`src/rtl/tmds_encoder_multi.sv`:
```
// Multi-lane TMDS encoder: two-stage pipeline producing control, guard, 8b/10b video and TERC4 symbols.
// Define TMDS_TERC4_EN to enable data-island (ISLAND_GUARD / ISLAND) encoding; otherwise those modes emit CONTROL.
module tmds_encoder_multi #(
  parameter int NUM_CHANNELS = 3
) (
  input  logic                      clk,
  input  logic                      reset,
  input  logic [2:0]                mode,
  input  logic [8*NUM_CHANNELS-1:0] data,
  input  logic [2*NUM_CHANNELS-1:0] ctrl,
  input  logic [4*NUM_CHANNELS-1:0] terc4,
  output logic [10*NUM_CHANNELS-1:0] tmds
);

  localparam logic [2:0] MODE_CONTROL      = 3'd0;
  localparam logic [2:0] MODE_VIDEO_GUARD  = 3'd1;
  localparam logic [2:0] MODE_VIDEO        = 3'd2;
  localparam logic [2:0] MODE_ISLAND_GUARD = 3'd3;
  localparam logic [2:0] MODE_ISLAND       = 3'd4;

  localparam logic [9:0] CTRL_00  = 10'b1101010100;
  localparam logic [9:0] GUARD_A  = 10'b1011001100;
  localparam logic [9:0] GUARD_B  = 10'b0100110011;

  function automatic logic [9:0] ctrl_symbol(input logic [1:0] c);
    logic [9:0] s;
    case (c)
      2'b00:   s = 10'b1101010100;
      2'b01:   s = 10'b0010101011;
      2'b10:   s = 10'b0101010100;
      default: s = 10'b1010101011;
    endcase
    return s;
  endfunction

  function automatic logic [3:0] ones8(input logic [7:0] v);
    logic [3:0] n;
    n = '0;
    for (int k = 0; k < 8; k++) n = n + {3'b000, v[k]};
    return n;
  endfunction

`ifdef TMDS_TERC4_EN
  function automatic logic [9:0] terc4_symbol(input logic [3:0] t);
    logic [9:0] s;
    case (t)
      4'h0: s = 10'b1010011100;
      4'h1: s = 10'b1001100011;
      4'h2: s = 10'b1011100100;
      4'h3: s = 10'b1011100010;
      4'h4: s = 10'b0101110001;
      4'h5: s = 10'b0100011110;
      4'h6: s = 10'b0110001110;
      4'h7: s = 10'b0100111100;
      4'h8: s = 10'b1011001100;
      4'h9: s = 10'b0100111001;
      4'ha: s = 10'b0110011100;
      4'hb: s = 10'b1011000110;
      4'hc: s = 10'b1010001110;
      4'hd: s = 10'b1001110001;
      4'he: s = 10'b0101100011;
      default: s = 10'b1011000011;
    endcase
    return s;
  endfunction

  logic [4*NUM_CHANNELS-1:0] terc4_q, terc4_d;
`else
  logic unused_terc4;
  assign unused_terc4 = ^terc4;
`endif

  logic [2:0]                mode_q, mode_d;
  logic [2*NUM_CHANNELS-1:0] ctrl_q, ctrl_d;
  logic [8:0]                q_m_q [NUM_CHANNELS];
  logic [8:0]                q_m_d [NUM_CHANNELS];
  logic [3:0]                n1q_q [NUM_CHANNELS];
  logic [3:0]                n1q_d [NUM_CHANNELS];
  logic [5:0]                cnt_q [NUM_CHANNELS];
  logic [5:0]                cnt_d [NUM_CHANNELS];
  logic [10*NUM_CHANNELS-1:0] tmds_q, tmds_d;

  always_comb begin
    logic [7:0] d_byte;
    logic [3:0] n1;
    logic       use_xnor;
    logic [8:0] qm;
    d_byte   = '0;
    n1       = '0;
    use_xnor = 1'b0;
    qm       = '0;
    mode_d   = mode;
    ctrl_d   = ctrl;
`ifdef TMDS_TERC4_EN
    terc4_d  = terc4;
`endif
    for (int i = 0; i < NUM_CHANNELS; i++) begin
      d_byte   = data[8*i +: 8];
      n1       = ones8(d_byte);
      use_xnor = (n1 > 4'd4) || ((n1 == 4'd4) && !d_byte[0]);
      qm[0]    = d_byte[0];
      for (int k = 1; k < 8; k++) qm[k] = d_byte[k] ^ qm[k-1] ^ use_xnor;
      qm[8]    = ~use_xnor;
      q_m_d[i] = qm;
      n1q_d[i] = ones8(qm[7:0]);
    end
  end

  // Disparity arithmetic wraps modulo 64; only the sign tests need two's-complement care.
  always_comb begin
    logic [8:0] qm;
    logic [5:0] n1, n0, cnt, cnt_next;
    logic       cnt_pos, cnt_neg;
    logic [9:0] sym;
    qm = '0; n1 = '0; n0 = '0; cnt = '0; cnt_next = '0;
    cnt_pos = 1'b0; cnt_neg = 1'b0; sym = CTRL_00;
    tmds_d = '0;
    for (int i = 0; i < NUM_CHANNELS; i++) begin
      qm       = q_m_q[i];
      n1       = {2'b00, n1q_q[i]};
      n0       = 6'd8 - n1;
      cnt      = cnt_q[i];
      cnt_pos  = !cnt[5] && (cnt != 6'd0);
      cnt_neg  = cnt[5];
      cnt_next = '0;
      sym      = ctrl_symbol(ctrl_q[2*i +: 2]);
      case (mode_q)
        MODE_VIDEO: begin
          if ((cnt == 6'd0) || (n1q_q[i] == 4'd4)) begin
            sym      = {~qm[8], qm[8], qm[8] ? qm[7:0] : ~qm[7:0]};
            cnt_next = qm[8] ? (cnt + n1 - n0) : (cnt + n0 - n1);
          end else if ((cnt_pos && (n1q_q[i] > 4'd4)) || (cnt_neg && (n1q_q[i] < 4'd4))) begin
            sym      = {1'b1, qm[8], ~qm[7:0]};
            cnt_next = cnt + {4'b0000, qm[8], 1'b0} + n0 - n1;
          end else begin
            sym      = {1'b0, qm[8], qm[7:0]};
            cnt_next = cnt + n1 - n0 - {4'b0000, ~qm[8], 1'b0};
          end
        end
        MODE_VIDEO_GUARD: sym = ((i % 3) == 1) ? GUARD_B : GUARD_A;
`ifdef TMDS_TERC4_EN
        MODE_ISLAND_GUARD: sym = ((i % 3) == 0) ? terc4_symbol({2'b11, ctrl_q[2*i +: 2]}) : GUARD_B;
        MODE_ISLAND:       sym = terc4_symbol(terc4_q[4*i +: 4]);
`endif
        default: ;
      endcase
      tmds_d[10*i +: 10] = sym;
      cnt_d[i]           = cnt_next;
    end
  end

  always_ff @(posedge clk) begin
    if (reset) begin
      mode_q <= MODE_CONTROL;
      ctrl_q <= '0;
`ifdef TMDS_TERC4_EN
      terc4_q <= '0;
`endif
      for (int i = 0; i < NUM_CHANNELS; i++) begin
        q_m_q[i] <= '0;
        n1q_q[i] <= '0;
        cnt_q[i] <= '0;
      end
      tmds_q <= {NUM_CHANNELS{CTRL_00}};
    end else begin
      mode_q <= mode_d;
      ctrl_q <= ctrl_d;
`ifdef TMDS_TERC4_EN
      terc4_q <= terc4_d;
`endif
      for (int i = 0; i < NUM_CHANNELS; i++) begin
        q_m_q[i] <= q_m_d[i];
        n1q_q[i] <= n1q_d[i];
        cnt_q[i] <= cnt_d[i];
      end
      tmds_q <= tmds_d;
    end
  end

  assign tmds = tmds_q;

endmodule

```
`config.mk`:
```
export PLATFORM = sky130hd
export DESIGN_NAME = tmds_encoder_multi
export DESIGN_NICKNAME = d
export VERILOG_FILES = /design/src/rtl/tmds_encoder_multi.sv
export SDC_FILE = /design/constraint.sdc
export NUM_CORES = 1
export LEC_CHECK = 0
export CORE_ASPECT_RATIO = 0.8
export CORE_MARGIN = 4
export CORE_UTILIZATION = 55
export CTS_CLUSTER_SIZE = 16
export DETAILED_ROUTE_END_ITERATION = 10
export GPL_ROUTABILITY_DRIVEN = 0
export PLACE_DENSITY_LB_ADDON = 0.25
export SETUP_SLACK_MARGIN = 0.5
export SYNTH_ARGS = -nofsm -noshare
export SYNTH_HDL_FRONTEND = slang
export SYNTH_SLANG_ARGS = --single-unit
```
`constraint.sdc`:
```
create_clock -name clk -period 13.6 [get_ports clk]
set_input_delay 1.36 -clock clk [delete_from_list [all_inputs] [get_ports clk]]
set_output_delay 1.36 -clock clk [all_outputs]
set_load 0.005 [all_outputs]
```
* After elaboration in Yosys (flattened, before gate mapping)
Memories as Yosys holds them, arrays and structs flattened. Cells that the tools add are included. Widths: inputs -> output; s select.
Operators by class: add/sub/neg operators 69, order comparisons 9, eq/ne operators 14, muxes and demuxes 39, bitwise gates (word level) 60, reductions and logical operators 36
Operator list (number):
- $add 4x1->4 | 24
- $mux 6 | 15
- $pmux 10 s3 | 3
- $mux 10 | 6
- $pmux 10 s2 | 3
- $xor 1x1->1 | 42
- $add 6x6->6 | 6
- $sub 6x4->6 | 6
- $mux 9 | 3
- $add 3x1->4 | 6
- $eq 4x3->1 const B | 6
- $gt 4x3->1 const B | 6
- $mux 8 | 3
- $not 8->8 | 3
- $add 2x1->3 | 6
- $add 6x2->6 | 3
- $add 6x4->6 | 3
- $logic_not 6->1 | 3
- $reduce_bool 6->1 | 3
- $sub 6x2->6 | 3
- $sub 6x6->6 | 3
- $sub 4x4->5 const A | 3
- $add 1x1->2 | 6
- $logic_and 1x1->1 | 12
- 12 further kinds | 50
Word-level totals: register bits after elaboration 39, RAM bits 57, bits of input ports 47, output and inout port bits 30, word-level logic and storage cells 233, memories kept 3
Memory list:
- q_m_q | depth 3, bits a word 9, read ports 3, clocked after Yosys merged registers in 0, write ports 3, RTL line 75 | logic [8:0] q_m_q [NUM_CHANNELS];
- cnt_q | depth 3, bits a word 6, read ports 3, clocked after Yosys merged registers in 0, write ports 3, RTL line 79 | logic [5:0] cnt_q [NUM_CHANNELS];
- n1q_q | depth 3, bits a word 4, read ports 3, clocked after Yosys merged registers in 0, write ports 3, RTL line 77 | logic [3:0] n1q_q [NUM_CHANNELS];

* Longest topological paths before layout
word-level depth 25, depth in mapped cells 20, depth with buffers taken out 20

* Worst setup path before layout
OpenSTA, ideal clock, no wires.
kind input to register, from in data[16], to mem n1q_q[2][2], in the netlist n1q_q[0][10], setup time 0.128 ns, arrival 6.643 ns, path slack 6.829 ns, stages 20, path buffers 0, cell sequence inv_1 -> fa_1 -> fa_1 -> fa_1 -> inv_1 -> ha_1 -> fa_1 -> nor3b_1 -> o21ai_0 -> a21oi_1 -> xor2_1 -> fa_1 -> xor2_1 -> ha_1 -> fa_1 -> ha_1 -> inv_1 -> fa_1 -> xor2_1 -> nor2_1
RTL lines:
- from (decl) | RTL line 9 | input logic [8*NUM_CHANNELS-1:0] data,
- to (decl) | RTL line 77

==> results by group <==
Run status
  – Status: finished, final reports clean

Final layout
  – Final Cell Area: 8753 um2
  – Sequential cell area: about 1900 um2
  – Post-layout nets: between 1000 and 1500
  – Final core utilization: 0.6437
  – Antenna cell count: 0
  – Layout fillers: 1190
  – Area of the multi-input gates: roughly 5300 um2
  – Area Growth Syn to Fin: 14.05%
  – Layout cell share with drive strength beyond 1: 0.05134

STA
  – Final Skew: roughly 0.0080 ns
  – Final TNS setup: 0 ns
  – Final period utilization: 0.5417
  – Final setup violation count: 0
  – Max Clk Rate: 0.1357 GHz
  – RSZ-0062 raised after global routing: no
  – Final Hold Violating Endpoints: 0
  – Worst setup margin: slightly above 6 ns
  – Slew margin rel.: 0.4153
  – Crit path time final: approximately 7.4 ns
  – Worst-margin pin slew: 0.8657 ns
  – Pins Over Slew Limit: 0

Clocking
  – Post-CTS Resized: 0
  – Hold Buf Count CTS: 0
  – Setup bufs post-CTS: 0
  – Max clock buf depth: 2
  – Worst skew pair latency: 0.35 ns
  – Total CTS buffers: 9
  – H-tree depth: 3
  – Clock root buffer: clkbuf_16
  – Clk sink count: 96
  – TritonCTS clock tree: yes
  – Clock-pin slew on the worst setup and hold paths: 0.07 ns

Drt
  – Via count: 5596
  – DR iter-0 viols: 312
  – Final antenna-violating net count: 0
  – Via density: 5.201
  – Drc violations: 0
  – Post-DR wirelength/cell: about 14 um
  – Drt first pass iters: 5
  – WL final: 15540 um

Floorplan
  – Total core area: 13600 um2
  – Initial Util: 0.5644
  – Core Rows: 38
  – IO Pins: between 70 and 80
  – Full die area: 15920 um2
  – Die H: between 100 and 150 um
  – Die X: ~140 um

Logic synthesis
  – Synthesized area: 7675 um2
  – EDFF count, synth: 0
  – Post-synth top flop: dfxtp_1
  – Dominant cells by area after synthesis: dfxtp_1 25%, ha_1 15%, fa_1 8.9%
  – Simple-Gate Fraction of Synth Area: 0.1244
  – Post-synthesis adder-cell area fraction: 0.2387
  – Avg Synthesized Cell Area: 9.159 um2
  – Largest family of logic cells by synthesized area: adder cells
  – Post-synthesis sequential area ratio: 0.2504
  – Yosys cell types: 63
  – Post-synthesis compound-gate area fraction: 0.1391
  – Async SR Flop Fraction: 0
  – Ys Warns: 0
  – Mux cell area share after synthesis: 0.02168
  – Most frequent cell after synthesis: inv_1
  – Yosys top cell by area: dfxtp_1
  – Synth top cells by count: 104 x inv_1, 96 x dfxtp_1, 92 x ha_1
  – Xor and xnor fraction of the mapped netlist area: 0.1617
  – Area share of the largest cell type after synthesis: 0.2504
  – Number of synthesized register bits: 96
  – Cells after Synth: around 840
  – Mapped Nets: slightly above 1000

Setup path
  – Most used cell, CP: fa_1
  – Data required, critical path: ~14 ns
  – CP endpoint kind: register
  – CP peak stage delay: between 0.5 and 0.6 ns
  – Crit start category: input port
  – Crit path buf inv count: 4
  – Worst-path maximum fanout: 5
  – Critical-path cell list: clkdlybuf4s50_1, inv_1, fa_1, fa_1, fa_1, inv_1, ha_1, fa_1, nor3b_1, o21ai_0, a21oi_1, xor2_1, fa_1, xor2_1, ha_1, fa_1, ha_1, inv_1, fa_1, xor2_1, nor2_1
  – Worst path slowest cell: fa_1
  – Crit path max-delay family: adder cells
  – WP data arrival: between 7 and 8 ns
  – Crit path kind: input port to register

Global routing
  – Antenna violations before repair: 0
  – GR Overflow Total: 0
  – Largest net degree at the start of global routing: 71
  – GRT Resource Usage Total: 0.2019
  – Number of global-route vias before repair: 5324
  – First-pass GRT wire length: 26330 um

Place
  – Pre-CTS WS: 5.867 ns
  – Area after DPL: 8449 um2
  – Port Buffers: 64
  – DP HPWL: 12040 um

Min path
  – Hold Crit Class: register to register

Job
  – MaxCap Viol Count: 0
-- worst register-to-register path, cell delays in order (launching register included) --
cell and delay, ns:
dfxtp_1 0.49, inv_1 0.08, ha_1 0.30, a21boi_0 0.48, inv_1 0.14, ha_1 0.31
inv_1 0.09, ha_1 0.38, ha_1 0.23, a21oi_1 0.15, xnor2_1 0.15, xnor2_1 0.10
a32oi_1 0.15, o31ai_1 0.09
-- registers in the layout, summed over array words and instances, names as in the netlist --
name and cells:
q_m_q 27, cnt_q 18, tmds 30, ctrl_q 6, mode_q 3, n1q_q 12
-- placed cells by master, fill, tap and decap left out, drive strengths merged, types with 4 or more instances in the layout --
| master | instances |
|---|---|
| xor3 | 4 |
| nor3 | 11 |
| clkdlybuf4s50 | 63 |
| or3 | 6 |
| clkbuf | 9 |
| a31oi | 9 |
| mux2 | 5 |
| xor2 | 42 |
| ha | 92 |
| dfxtp | 96 |
| o211ai | 4 |
| inv | 107 |
| nand2 | 35 |
| a21oi | 56 |
| fa | 34 |
| xnor3 | 9 |
| nor3b | 5 |
| or2 | 5 |
| nand3 | 6 |
| o21ai | 37 |
| xnor2 | 62 |
| a21o | 19 |
| a21boi | 5 |
| nand2b | 9 |
| mux2i | 11 |
| a211oi | 6 |
| nor2 | 66 |
| nor2b | 31 |
| and3 | 6 |
-- worst paths after layout --
path	from	endpoint	slack (ns)	cells after the start
worst max-delay path	data[16]	n1q_q[0][10]	6.23	21
worst min-delay path	q_m_q[0][6]	tmds[6]	0.53	2
worst max register to register	n1q_q[0][8]	cnt_q[0][17]	10.34	13
worst min register to register	q_m_q[0][6]	tmds[6]	0.53	2
-- cell type report --
cell class,count,share of cell area
multi-input cells,614,0.6011
flip-flops and latches,96,0.2196
repair buffers,66,0.07433
inverters,104,0.04460
clock buffers,9,0.02573
well taps,180,0.02573
clock inverters,7,0.009005
-- cell families (layout without fill, tap and decap cells) --
group / after synthesis / in the layout
AND/OR/NAND/NOR: 191 / 191
AO/OA/AOI/OAI: 164 / 164
buffers and inverters: 128 / 186
adder cells (fa/ha/maj): 126 / 126
XOR/XNOR: 117 / 117
flip-flops: 96 / 96
multiplexers: 16 / 16
-- through the flow --
| step | hold slack, ns | std cells |
|---|---|---|
| floorplan | 0.4754 | 838 |
| global placement | 0.4988 | 1060 |
| detailed placement | 0.5185 | 1060 |
| CTS | 0.5333 | 1076 |
| global route | 0.5745 | 1076 |
| finish | 0.5350 | 1076 |
-- routing by layer --
metal | vias up | GRT usage | routed length (um)
met4 | 0 | 0.03680 | 103
met3 | 11 | 0.03940 | 611
met2 | 106 | 0.2925 | 6489
li1 | 2893 | - | -
met5 | - | 0 | 0
met1 | 2586 | 0.3151 | 8336
Power is left out: the tool's default activity adds up to more than one toggle a clock period on the data nets, which glitch-free logic cannot reach.
